--- config.mk ---
export PLATFORM = sky130hd
export DESIGN_NAME = loctag_adc_sampler
export DESIGN_NICKNAME = d
export VERILOG_FILES = /design/src/rtl/loctag_adc_sampler.sv
export SDC_FILE = /design/constraint.sdc
export NUM_CORES = 1
export LEC_CHECK = 0
export CORE_MARGIN = 8
export CORE_UTILIZATION = 48
export DETAILED_ROUTE_END_ITERATION = 16
export MAX_ROUTING_LAYER = met4
export PLACE_DENSITY = 0.76
export SLEW_MARGIN = 30
export SYNTH_ARGS = -nofsm -noshare
export SYNTH_HDL_FRONTEND = slang
export SYNTH_SLANG_ARGS = --single-unit
--- constraint.sdc ---
create_clock -name clk -period 1.7 [get_ports clk]
set_input_delay 0.255 -clock clk [delete_from_list [all_inputs] [get_ports clk]]
set_output_delay 0.255 -clock clk [all_outputs]
set_load 0.05 [all_outputs]
--- src/rtl/loctag_adc_sampler.sv ---
// Serial-ADC capture engine for the LocTag detector chain: powers the LT5534,
// clocks MSB-first frames out of the ADC and hands each sample over valid/ready.
module loctag_adc_sampler #(
    parameter int CLK_DIV     = 8,
    parameter int FRAME_BITS  = 16,
    parameter int LEAD_BITS   = 3,
    parameter int DATA_BITS   = 12,
    parameter int IDLE_CYCLES = 32,
    parameter int EN_SETTLE   = 64,
    parameter int FCNT_W      = 16
) (
    input  logic                 clk,
    input  logic                 reset_n,
    input  logic                 enable,
    input  logic [DATA_BITS-1:0] threshold,
    input  logic                 sample_ready,
    input  logic                 adc_so,
    output logic                 adc_cs,
    output logic                 adc_sclk,
    output logic                 det_en,
    output logic [DATA_BITS-1:0] sample,
    output logic                 sample_valid,
    output logic                 above,
    output logic                 overrun,
    output logic [FCNT_W-1:0]    frame_cnt,
    output logic [2:0]           fsm_state
);
    // Handshake: a sample transfers on any clk edge where sample_valid and
    // sample_ready are both high; sample_valid never drops without that transfer
    // except that a new frame may overwrite a pending sample (flagged by overrun).

    if (CLK_DIV < 2) begin : g_bad_clk_div
        $error("loctag_adc_sampler: CLK_DIV must be >= 2");
    end
    if (LEAD_BITS + DATA_BITS > FRAME_BITS) begin : g_bad_frame
        $error("loctag_adc_sampler: LEAD_BITS + DATA_BITS exceeds FRAME_BITS");
    end

    localparam int MAX_A   = (EN_SETTLE > IDLE_CYCLES) ? EN_SETTLE : IDLE_CYCLES;
    localparam int CNT_MAX = (MAX_A > CLK_DIV) ? MAX_A : CLK_DIV;
    localparam int CNT_W   = $clog2(CNT_MAX + 1);
    localparam int BIT_W   = $clog2(FRAME_BITS + 1);
    // Leading bits fall off the top of this register, so only the data field and
    // the trailing bits are kept.
    localparam int SH_W    = FRAME_BITS - LEAD_BITS;

    typedef enum logic [2:0] {
        IDLE   = 3'd0,
        WARMUP = 3'd1,
        GAP    = 3'd2,
        CONV   = 3'd3,
        DONE   = 3'd4
    } state_t;

    state_t               state, state_d;
    logic [CNT_W-1:0]     cnt, cnt_d;
    logic [BIT_W-1:0]     bit_cnt, bit_cnt_d;
    logic [SH_W-1:0]      shift, shift_d;
    logic                 cs_d, sclk_d, det_en_d;
    logic [DATA_BITS-1:0] sample_d;
    logic                 valid_d, above_d, overrun_d;
    logic [FCNT_W-1:0]    frame_cnt_d;
    logic [DATA_BITS-1:0] data_field;

    assign data_field = shift[SH_W-1 -: DATA_BITS];
    assign fsm_state  = state;

    always_ff @(posedge clk or negedge reset_n) begin
        if (!reset_n) begin
            state        <= IDLE;
            cnt          <= '0;
            bit_cnt      <= '0;
            shift        <= '0;
            adc_cs       <= 1'b1;
            adc_sclk     <= 1'b1;
            det_en       <= 1'b0;
            sample       <= '0;
            sample_valid <= 1'b0;
            above        <= 1'b0;
            overrun      <= 1'b0;
            frame_cnt    <= '0;
        end else begin
            state        <= state_d;
            cnt          <= cnt_d;
            bit_cnt      <= bit_cnt_d;
            shift        <= shift_d;
            adc_cs       <= cs_d;
            adc_sclk     <= sclk_d;
            det_en       <= det_en_d;
            sample       <= sample_d;
            sample_valid <= valid_d;
            above        <= above_d;
            overrun      <= overrun_d;
            frame_cnt    <= frame_cnt_d;
        end
    end

    always_comb begin
        state_d     = state;
        cnt_d       = cnt;
        bit_cnt_d   = bit_cnt;
        shift_d     = shift;
        cs_d        = adc_cs;
        sclk_d      = adc_sclk;
        det_en_d    = det_en;
        sample_d    = sample;
        valid_d     = sample_valid;
        above_d     = above;
        overrun_d   = overrun;
        frame_cnt_d = frame_cnt;

        if (sample_valid && sample_ready) begin
            valid_d = 1'b0;
        end

        if (!enable) begin
            // Abort: drop any partial frame but keep the last delivered sample.
            state_d   = IDLE;
            cnt_d     = '0;
            bit_cnt_d = '0;
            shift_d   = '0;
            cs_d      = 1'b1;
            sclk_d    = 1'b1;
            det_en_d  = 1'b0;
            overrun_d = 1'b0;
        end else begin
            case (state)
                IDLE: begin
                    state_d  = WARMUP;
                    det_en_d = 1'b1;
                    cnt_d    = '0;
                end
                WARMUP: begin
                    if (cnt == CNT_W'(EN_SETTLE - 1)) begin
                        state_d = GAP;
                        cnt_d   = '0;
                    end else begin
                        cnt_d = cnt + CNT_W'(1);
                    end
                end
                GAP: begin
                    if (cnt == CNT_W'(IDLE_CYCLES - 1)) begin
                        state_d   = CONV;
                        cnt_d     = '0;
                        bit_cnt_d = '0;
                        cs_d      = 1'b0;
                    end else begin
                        cnt_d = cnt + CNT_W'(1);
                    end
                end
                CONV: begin
                    if (cnt == CNT_W'(CLK_DIV - 1)) begin
                        cnt_d  = '0;
                        sclk_d = ~adc_sclk;
                        // sclk low now means this edge drives it high: capture.
                        if (!adc_sclk) begin
                            shift_d   = {shift[SH_W-2:0], adc_so};
                            bit_cnt_d = bit_cnt + BIT_W'(1);
                            if (bit_cnt == BIT_W'(FRAME_BITS - 1)) begin
                                state_d = DONE;
                                cs_d    = 1'b1;
                            end
                        end
                    end else begin
                        cnt_d = cnt + CNT_W'(1);
                    end
                end
                DONE: begin
                    sample_d    = data_field;
                    above_d     = (data_field >= threshold);
                    valid_d     = 1'b1;
                    frame_cnt_d = frame_cnt + FCNT_W'(1);
                    if (sample_valid && !sample_ready) begin
                        overrun_d = 1'b1;
                    end
                    state_d   = GAP;
                    cnt_d     = '0;
                    bit_cnt_d = '0;
                end
                default: begin
                    state_d = IDLE;
                end
            endcase
        end
    end
endmodule
==> out/summary.log, run 1 <==
[critical_path] worst r2r src fsm_state[0]
[floorplanning] number of ports placed on the die boundary 54
[cts] CTS clock-pin slew for the worst setup and hold paths 70 ps
[floorplanning] Horiz. Die Dim 98.48 um
[critical_path] Reg2Reg Depth 5
[outcome] run status finished, final reports clean
[cts] Clock Latency Late Sink 350 ps
[grt] number of antenna violations at the first check in global routing 0
[pwr] areal power density over the cells 861.1 nW/um2
[critical_path] critical path required time 1970 ps
[critical_path] category of the worst setup path capture point flop
[timing] clock period minus worst slack 1697 ps
[timing] pin slew with the least headroom to its limit 343.7 ps
[worst_hold_path] worst min path class input pin to asynchronous set/reset pin
[timing] worst clock skew 10.03 ps
[place] setup slack after placement -275.5 ps
[place] DP Cell Count 473
[flow_run] maxcap violations 0
[synth] Synth async-reset ratio 100.0%
[timing] f_max 589.2 MHz
[timing] worst slew margin relative to its limit 77.05%
[detailed_routing] initial DRC count 123
[layout] fraction of final layout cells with drive strength greater than 1 27.05%
[place] last weighted congestion value of the routability-driven placer 0.8433
[critical_path] critical path capture point cnt[1]
[grt] vias in the first global route 2802
[timing] final hold violations 0
[cts] Clock Sink Count 62
[grt] Tot GR Track Use 17.15%
[synth] Synth Area per Inst 9.956 um2
[synth] prevailing post-synth register cell sky130_fd_sc_hd__dfrtp_1
[timing] part of the cycle the worst path needs 99.84%
[synth] EDFF count, synth 0
[layout] total number of nets in the final design 442
[layout] commonest non-fill, non-tap cells in the layout sky130_fd_sc_hd__buf_4, sky130_fd_sc_hd__dfrtp_1, sky130_fd_sc_hd__nand2_1
[synth] arithmetic-cell share of the synthesized area counting full adders, half adders and majority gates 6.130%
[synth] number of warnings reported in the yosys synthesis log 0
[floorplanning] core region area 6681 um2
[synth] post-synth top area share 45.98%
[synth] netlist area before placement 3266 um2
[cts] TritonCTS clock tree built
[synth] cell types with the largest area share after synthesis sky130_fd_sc_hd__dfrtp_1, sky130_fd_sc_hd__ha_1, sky130_fd_sc_hd__nand2_1, sky130_fd_sc_hd__mux2i_1, sky130_fd_sc_hd__nor2_1
[detailed_routing] post-route antenna net violation count 0
[critical_path] startpoint of the most critical setup path fsm_state[0]
[detailed_routing] total number of vias 2715
[grt] largest net degree at the start of global routing 63
[critical_path] worst reg2reg setup slack 3 ps
[detailed_routing] DRC Markers 0
[floorplanning] floorplan die area 9698 um2
[pwr] worst vdd ir 0.5081 mV
[synth] cell type with the highest aggregate area in the netlist sky130_fd_sc_hd__dfrtp_1
[grt] wire length of the first global-routing pass 13.27 mm
[floorplanning] initial standard-cell utilization of the core 48.88%
[place] # port buffers 53
[timing] Setup violations, final 0
[grt] total congestion overflow after global routing 0
[pwr] Lkg Pwr 2.101 nW
[synth] xor/xnor share of the synthesized area 4.559%
[floorplanning] FP Rows 30
[cts] largest buffer count on any clock path 2
[layout] Antenna diodes 0
[synth] Synth Register Bits 62
[synth] basic-gate share of the synthesized area counting and, or, nand and nor cells 23.68%
[synth] dominant combinational cell family by area after synthesis simple AND/OR/NAND/NOR gates
[detailed_routing] total wire length after detailed routing 7.891 mm
[place] Detail Placement HPWL 5.579 mm
[layout] synthesis-to-layout area growth 33.03%
[synth] Cell variety after synth 55
[timing] RSZ-0062 raised after global routing yes
[detailed_routing] Routed WL per cell 15.97 um
[detailed_routing] via/cell ratio 5.496
[timing] count of final max-slew check failures 0
[synth] number of standard cells after synthesis 328
[critical_path] Worst Path Max Fanout 6
[cts] CTS Buf Count 9
[layout] leading cell type in the layout, fill and taps excluded sky130_fd_sc_hd__buf_4
[synth] post-synth net total 361
[detailed_routing] first-pass iteration count of the detailed router 4
[synth] sequential area share after synthesis 47.59%
[layout] fin cells 494
[floorplanning] height of the die 98.48 um
[critical_path] reg-to-reg endpoint cnt[1]
[synth] multiplexer fraction of the synthesized cell area 4.789%
[synth] fraction of the mapped netlist area in compound gates 8.544%
[critical_path] Setup crit start kind flop
[timing] setup slack after layout 2.804 ps
[cts] clock root cell sky130_fd_sc_hd__clkbuf_8
[critical_path] Critical Path AT 1970 ps
[critical_path] critical path class flop to flop
[cts] H-tree depth reported by CTS 3
## report_power, final
| part | leakage (nW) | internal [W] | switching (W) |
|---|---|---|---|
| Combinational | 1.16 | 0.000441 | 0.000498 |
| Clock | 0.0913 | 0.000605 | 0.000595 |
| Sequential | 0.846 | 0.00153 | 0.0000704 |
| Total | 2.10 | 0.00258 | 0.00116 |
## per-layer routing
metal  vias up  track usage (%)  share of wire, %
met2        60            27.26                50
met1      1329            20.38                44
met4         0            7.792               1.8
met3        14            3.876               4.4
li1       1312                -                 -
met5         -                -                 0
## flip-flops by register name (all words and copies together), names as in the netlist
signal        count
above             1
adc_cs            1
adc_sclk          1
bit_cnt           5
cnt               7
det_en            1
frame_cnt        16
fsm_state         3
overrun           1
sample           12
sample_valid      1
shift            13
## repair_timing
item,in CTS,in global routing
setup buffers,0,4
hold buffers,1,0
pin swaps,0,5
endpoints found under the setup margin,16,22
resized for setup,3,14
hold endpoints to repair,60,0
## cells by family (layout without fill, tap and decap cells)
logic type                 count (synthesis)  after routing
AOI/OAI and AO/OA                         42             42
muxes                                     15             15
and+or+nand+nor                          143            143
xor gates and xnor gates                  17             17
buffers and inverters                     33            119
DFF                                       62             62
adders and majority gates                 16             16
## layout make-up
type                    count  area, um2
multi-input cells         233       1679
clock buffers              11      151.4
well taps                  80      100.1
clock inverters             5      33.78
fillers                   549       2337
inverters                  19      71.32
repair buffers             84      744.5
flip-flops and latches     62       1564
## worst max-delay path, stage by stage, from the launching register on
cell	delay [ps]
sky130_fd_sc_hd__dfrtp_2	400
sky130_fd_sc_hd__buf_2	170
sky130_fd_sc_hd__mux2_4	270
sky130_fd_sc_hd__and3_4	160
sky130_fd_sc_hd__or4b_1	480
sky130_fd_sc_hd__a21oi_2	140
## cell usage after synthesis, drive strengths merged (3+ instances only)
library cell,number
or3,3
nand2,51
a21oi,10
clkbuf,5
inv,19
dfrtp,60
and3,6
and2,3
nor2,28
ha,16
or4,3
nand3,12
o21ai,12
xnor2,11
nand4,7
nand4bb,3
buf,9
xor2,6
mux2i,13
a32oi,3
nor3b,3
nor3,7
## through the flow
step	total power [W]	hold WS [ps]	TNS (ps)	utilization, %	cell area (um2)
2_1_floorplan	0.002075	-40.59	-981.3	-	3297
3_3_place_gp	0.002424	290.5	-2379	60.36	4033
3_5_place_dp	0.002443	295.1	-4439	60.36	4033
4_1_cts	0.003655	463.4	0	63.71	4257
5_1_grt	0.003900	493.8	-239.3	65.02	4344
6_report	0.003741	450.7	0	65.02	4344
## worst min path at each step
| stage | startpoint | endpoint | depth (start not counted) |
|---|---|---|---|
| 2_1_floorplan | reset_n | above | 0 |
| 3_3_place_gp | reset_n | bit_cnt[4] | 2 |
| 3_5_place_dp | reset_n | det_en | 2 |
| 4_1_cts | reset_n | det_en | 3 |
| 5_1_grt | reset_n | det_en | 3 |
| 6_report | reset_n | det_en | 3 |
Note: power is estimated with default switching activity, not from simulation.
==> run 2: changes to the inputs <==
--- a/config.mk
+++ b/config.mk
@@ -5,12 +5,15 @@
 export SDC_FILE = /design/constraint.sdc
 export NUM_CORES = 1
 export LEC_CHECK = 0
+export CELL_PAD_IN_SITES_DETAIL_PLACEMENT = 1
+export CELL_PAD_IN_SITES_GLOBAL_PLACEMENT = 1
 export CORE_MARGIN = 8
-export CORE_UTILIZATION = 48
+export CORE_UTILIZATION = 37
+export CTS_CLUSTER_SIZE = 28
 export DETAILED_ROUTE_END_ITERATION = 16
 export MAX_ROUTING_LAYER = met4
-export PLACE_DENSITY = 0.76
-export SLEW_MARGIN = 30
+export PLACE_DENSITY_LB_ADDON = 0.1
+export SLEW_MARGIN = 10
 export SYNTH_ARGS = -nofsm -noshare
 export SYNTH_HDL_FRONTEND = slang
 export SYNTH_SLANG_ARGS = --single-unit
==> out/summary.log, run 2 (same netlist as run 1, synthesis figures left out) <==
[timing] pin slew with the least headroom to its limit 361.4 ps [+17.74 ps]
[grt] vias in the first global route 2977 [+6.2%]
[place] last weighted congestion value of the routability-driven placer 0.7956 [-5.7%]
[timing] Worst Hold Slack 448.3 ps [-2.378 ps]
[pwr] worst vdd ir 0.4008 mV [-21%]
[timing] worst clock skew 10.16 ps [+0.1278 ps]
[cts] Clock Latency Late Sink 340 ps [about the same]
[layout] leading cell type in the layout, fill and taps excluded sky130_fd_sc_hd__buf_4
[detailed_routing] total number of vias 2831 [+4.3%]
[detailed_routing] post-route antenna net violation count 0 [unchanged]
[floorplanning] FP Rows 34 [+13%]
[cts] largest buffer count on any clock path 2 [unchanged]
[timing] count of final max-slew check failures 0 [unchanged]
[outcome] violations in the final reports setup timing
[critical_path] category of the worst setup path capture point flop
[critical_path] Reg2Reg Depth 5 [unchanged]
[timing] RSZ-0062 raised after global routing yes
[floorplanning] initial standard-cell utilization of the core 37.82% [-11 points]
[layout] total area of multi-input combinational cells 1754 um2 [+4.5%]
[flow_run] maxcap violations 0 [unchanged]
[layout] Antenna diodes 0 [unchanged]
[layout] largest registers frame_cnt: 16 flops, shift: 13 flops, sample: 12 flops
[detailed_routing] total wire length after detailed routing 9.131 mm [+16%]
[timing] clock period minus worst slack 1711 ps [+13.61 ps]
[floorplanning] number of ports placed on the die boundary 54 [unchanged]
[critical_path] largest incremental delay on the critical path 420 ps [-60 ps]
[place] Detail Placement HPWL 6.144 mm [+10%]
[critical_path] Top Family by Delay on Critical Path simple AND/OR/NAND/NOR gates
[floorplanning] floorplan die area 12090 um2 [+25%]
[timing] f_max 584.5 MHz [-0.80%]
[layout] fraction of final layout cells with drive strength greater than 1 33.26% [+6.2 points]
[critical_path] list of cells traversed by the critical path buf_4 > nor4b_4 > o21ai_2 > or4_4 > a21oi_1
[layout] filler cell count in the final layout 950 [+73%]
[pwr] areal power density over the cells 891.7 nW/um2 [+3.6%]
[grt] number of antenna violations at the first check in global routing 0 [unchanged]
[cts] clock root cell sky130_fd_sc_hd__clkbuf_8
[critical_path] critical path class flop to flop
[detailed_routing] via/cell ratio 5.176 [-5.8%]
[grt] total congestion overflow after global routing 0 [unchanged]
[timing] total negative slack -26.72 ps [-26.72 ps]
[place] # port buffers 53 [unchanged]
[grt] wire length of the first global-routing pass 14.67 mm [+11%]
[layout] end-of-flow core utilization 54.75% [-10 points]
[timing] Setup violations, final 3 [+3]
[grt] Tot GR Track Use 15.76% [-1.4 points]
[critical_path] Worst Path Max Fanout 3 [-3]
[detailed_routing] initial DRC count 70 [-43%]
[cts] TritonCTS clock tree built
[floorplanning] core region area 8636 um2 [+29%]
[layout] synthesis-to-layout area growth 44.79%
[detailed_routing] DRC Markers 0 [unchanged]
[layout] area taken by flip-flops and latches 1563 um2 [about the same]
[outcome] run status complete, but fails checks
[timing] worst slew margin relative to its limit 75.87% [-1.2 points]
[timing] part of the cycle the worst path needs 100.6% [+0.80 points]
[layout] flip-flop count of the largest register, all copies and words added 16 [unchanged]
[cts] CTS Buf Count 9 [unchanged]
[cts] CTS clock-pin slew for the worst setup and hold paths 80 ps [about the same]
[layout] total number of nets in the final design 467 [+5.7%]
[critical_path] Critical path buffers and inverters 1 [unchanged]
[grt] largest net degree at the start of global routing 63 [unchanged]
[layout] commonest non-fill, non-tap cells in the layout sky130_fd_sc_hd__buf_4, sky130_fd_sc_hd__dfrtp_1, sky130_fd_sc_hd__nand2_1
[timing] setup slack after layout -10.81 ps [-13.61 ps]
[detailed_routing] Routed WL per cell 16.69 um [+4.5%]
[critical_path] Critical Path AT 1960 ps [about the same]
[floorplanning] Horiz. Die Dim 109.9 um [+12%]
[critical_path] Setup crit start kind flop
[cts] Clock Sink Count 62 [unchanged]
[worst_hold_path] worst min path class input pin to asynchronous set/reset pin
[pwr] Lkg Pwr 2.270 nW [+8.1%]
[detailed_routing] first-pass iteration count of the detailed router 4 [unchanged]
[timing] final hold violations 0 [unchanged]
[cts] H-tree depth reported by CTS 3 [unchanged]
[critical_path] cell depth of the worst setup path 5 [unchanged]
[critical_path] crit path max-delay cell type sky130_fd_sc_hd__or4_4
[floorplanning] height of the die 109.9 um [+12%]
[layout] largest reg by FF count frame_cnt
[critical_path] critical path required time 1950 ps [-20 ps]
-- run 2: cell count changes in the layout (fill, tap and decap cells not counted), moves of 2 or more --
cell	before	now
sky130_fd_sc_hd__or4_1	3	1
sky130_fd_sc_hd__nor2_1	28	25
sky130_fd_sc_hd__nor2_4	0	2
sky130_fd_sc_hd__buf_6	1	5
sky130_fd_sc_hd__a32oi_1	3	1
sky130_fd_sc_hd__buf_12	6	9
sky130_fd_sc_hd__or4_4	0	2
sky130_fd_sc_hd__buf_4	59	77
sky130_fd_sc_hd__a32oi_2	0	2
-- run 2: layer usage --
layer	up-vias	GRT usage, %	wire [um]
met4	0	6.654	169
met2	47	24.44	4534
li1	1365	-	-
met1	1406	20.20	4211
met3	13	2.110	215
met5	-	-	0
-- run 2: worst reg2reg max path, cell delays in order, from the launching register on --
cell and delay [ps]:
sky130_fd_sc_hd__dfrtp_2 410, sky130_fd_sc_hd__buf_4 150, sky130_fd_sc_hd__nor4b_4 360, sky130_fd_sc_hd__o21ai_2 100
sky130_fd_sc_hd__or4_4 420, sky130_fd_sc_hd__a21oi_1 190
-- run 2: final cells by class --
class	count	area share, %
multi-input cells	233	37.10
repair buffers	109	21.25
inverters	19	1.508
clock buffers	11	2.990
well taps	108	2.858
clock inverters	5	1.244
flip-flops and latches	62	33.05
-- run 2: where the power goes --
| part | internal, W | switching, W | leakage [nW] | total, W |
|---|---|---|---|---|
| Combinational | 0.000687 | 0.000577 | 1.33 | 0.00126 |
| Clock | 0.000720 | 0.000617 | 0.0959 | 0.00134 |
| Sequential | 0.00153 | 0.0000844 | 0.847 | 0.00162 |
| Total | 0.00294 | 0.00128 | 2.27 | 0.00422 |
-- run 2: worst paths after layout --
| check | from | end | slack, ps |
|---|---|---|---|
| min | reset_n | cnt[1] | 450 |
| min reg2reg | frame_cnt[15] | frame_cnt[15] | 470 |
| max | cnt[4] | bit_cnt[0] | -10 |
| max in group asynchronous | reset_n | adc_sclk | 930 |
| max reg2reg | cnt[4] | bit_cnt[0] | -10 |
| min in group clk | frame_cnt[15] | frame_cnt[15] | 470 |
-- run 2: metrics by stage --
stage	cell area, um2	instances	setup slack, ps	total power, W
floorplan	3297	328	-69.62	0.002075
global placement	4190	514	-242.4	0.002551
detailed placement	4190	514	-243.2	0.002560
CTS	4439	531	-20.69	0.003920
global route	4728	547	-86.61	0.004396
finish	4728	547	-10.81	0.004216
-- run 2: timing repair --
item	in CTS	in global routing
endpoints found under the setup margin	20	32
setup buffers	0	15
cloned	0	1
endpoints found under the hold margin	60	0
gates resized for setup	7	30
hold buffers	1	0
pin swaps	0	19
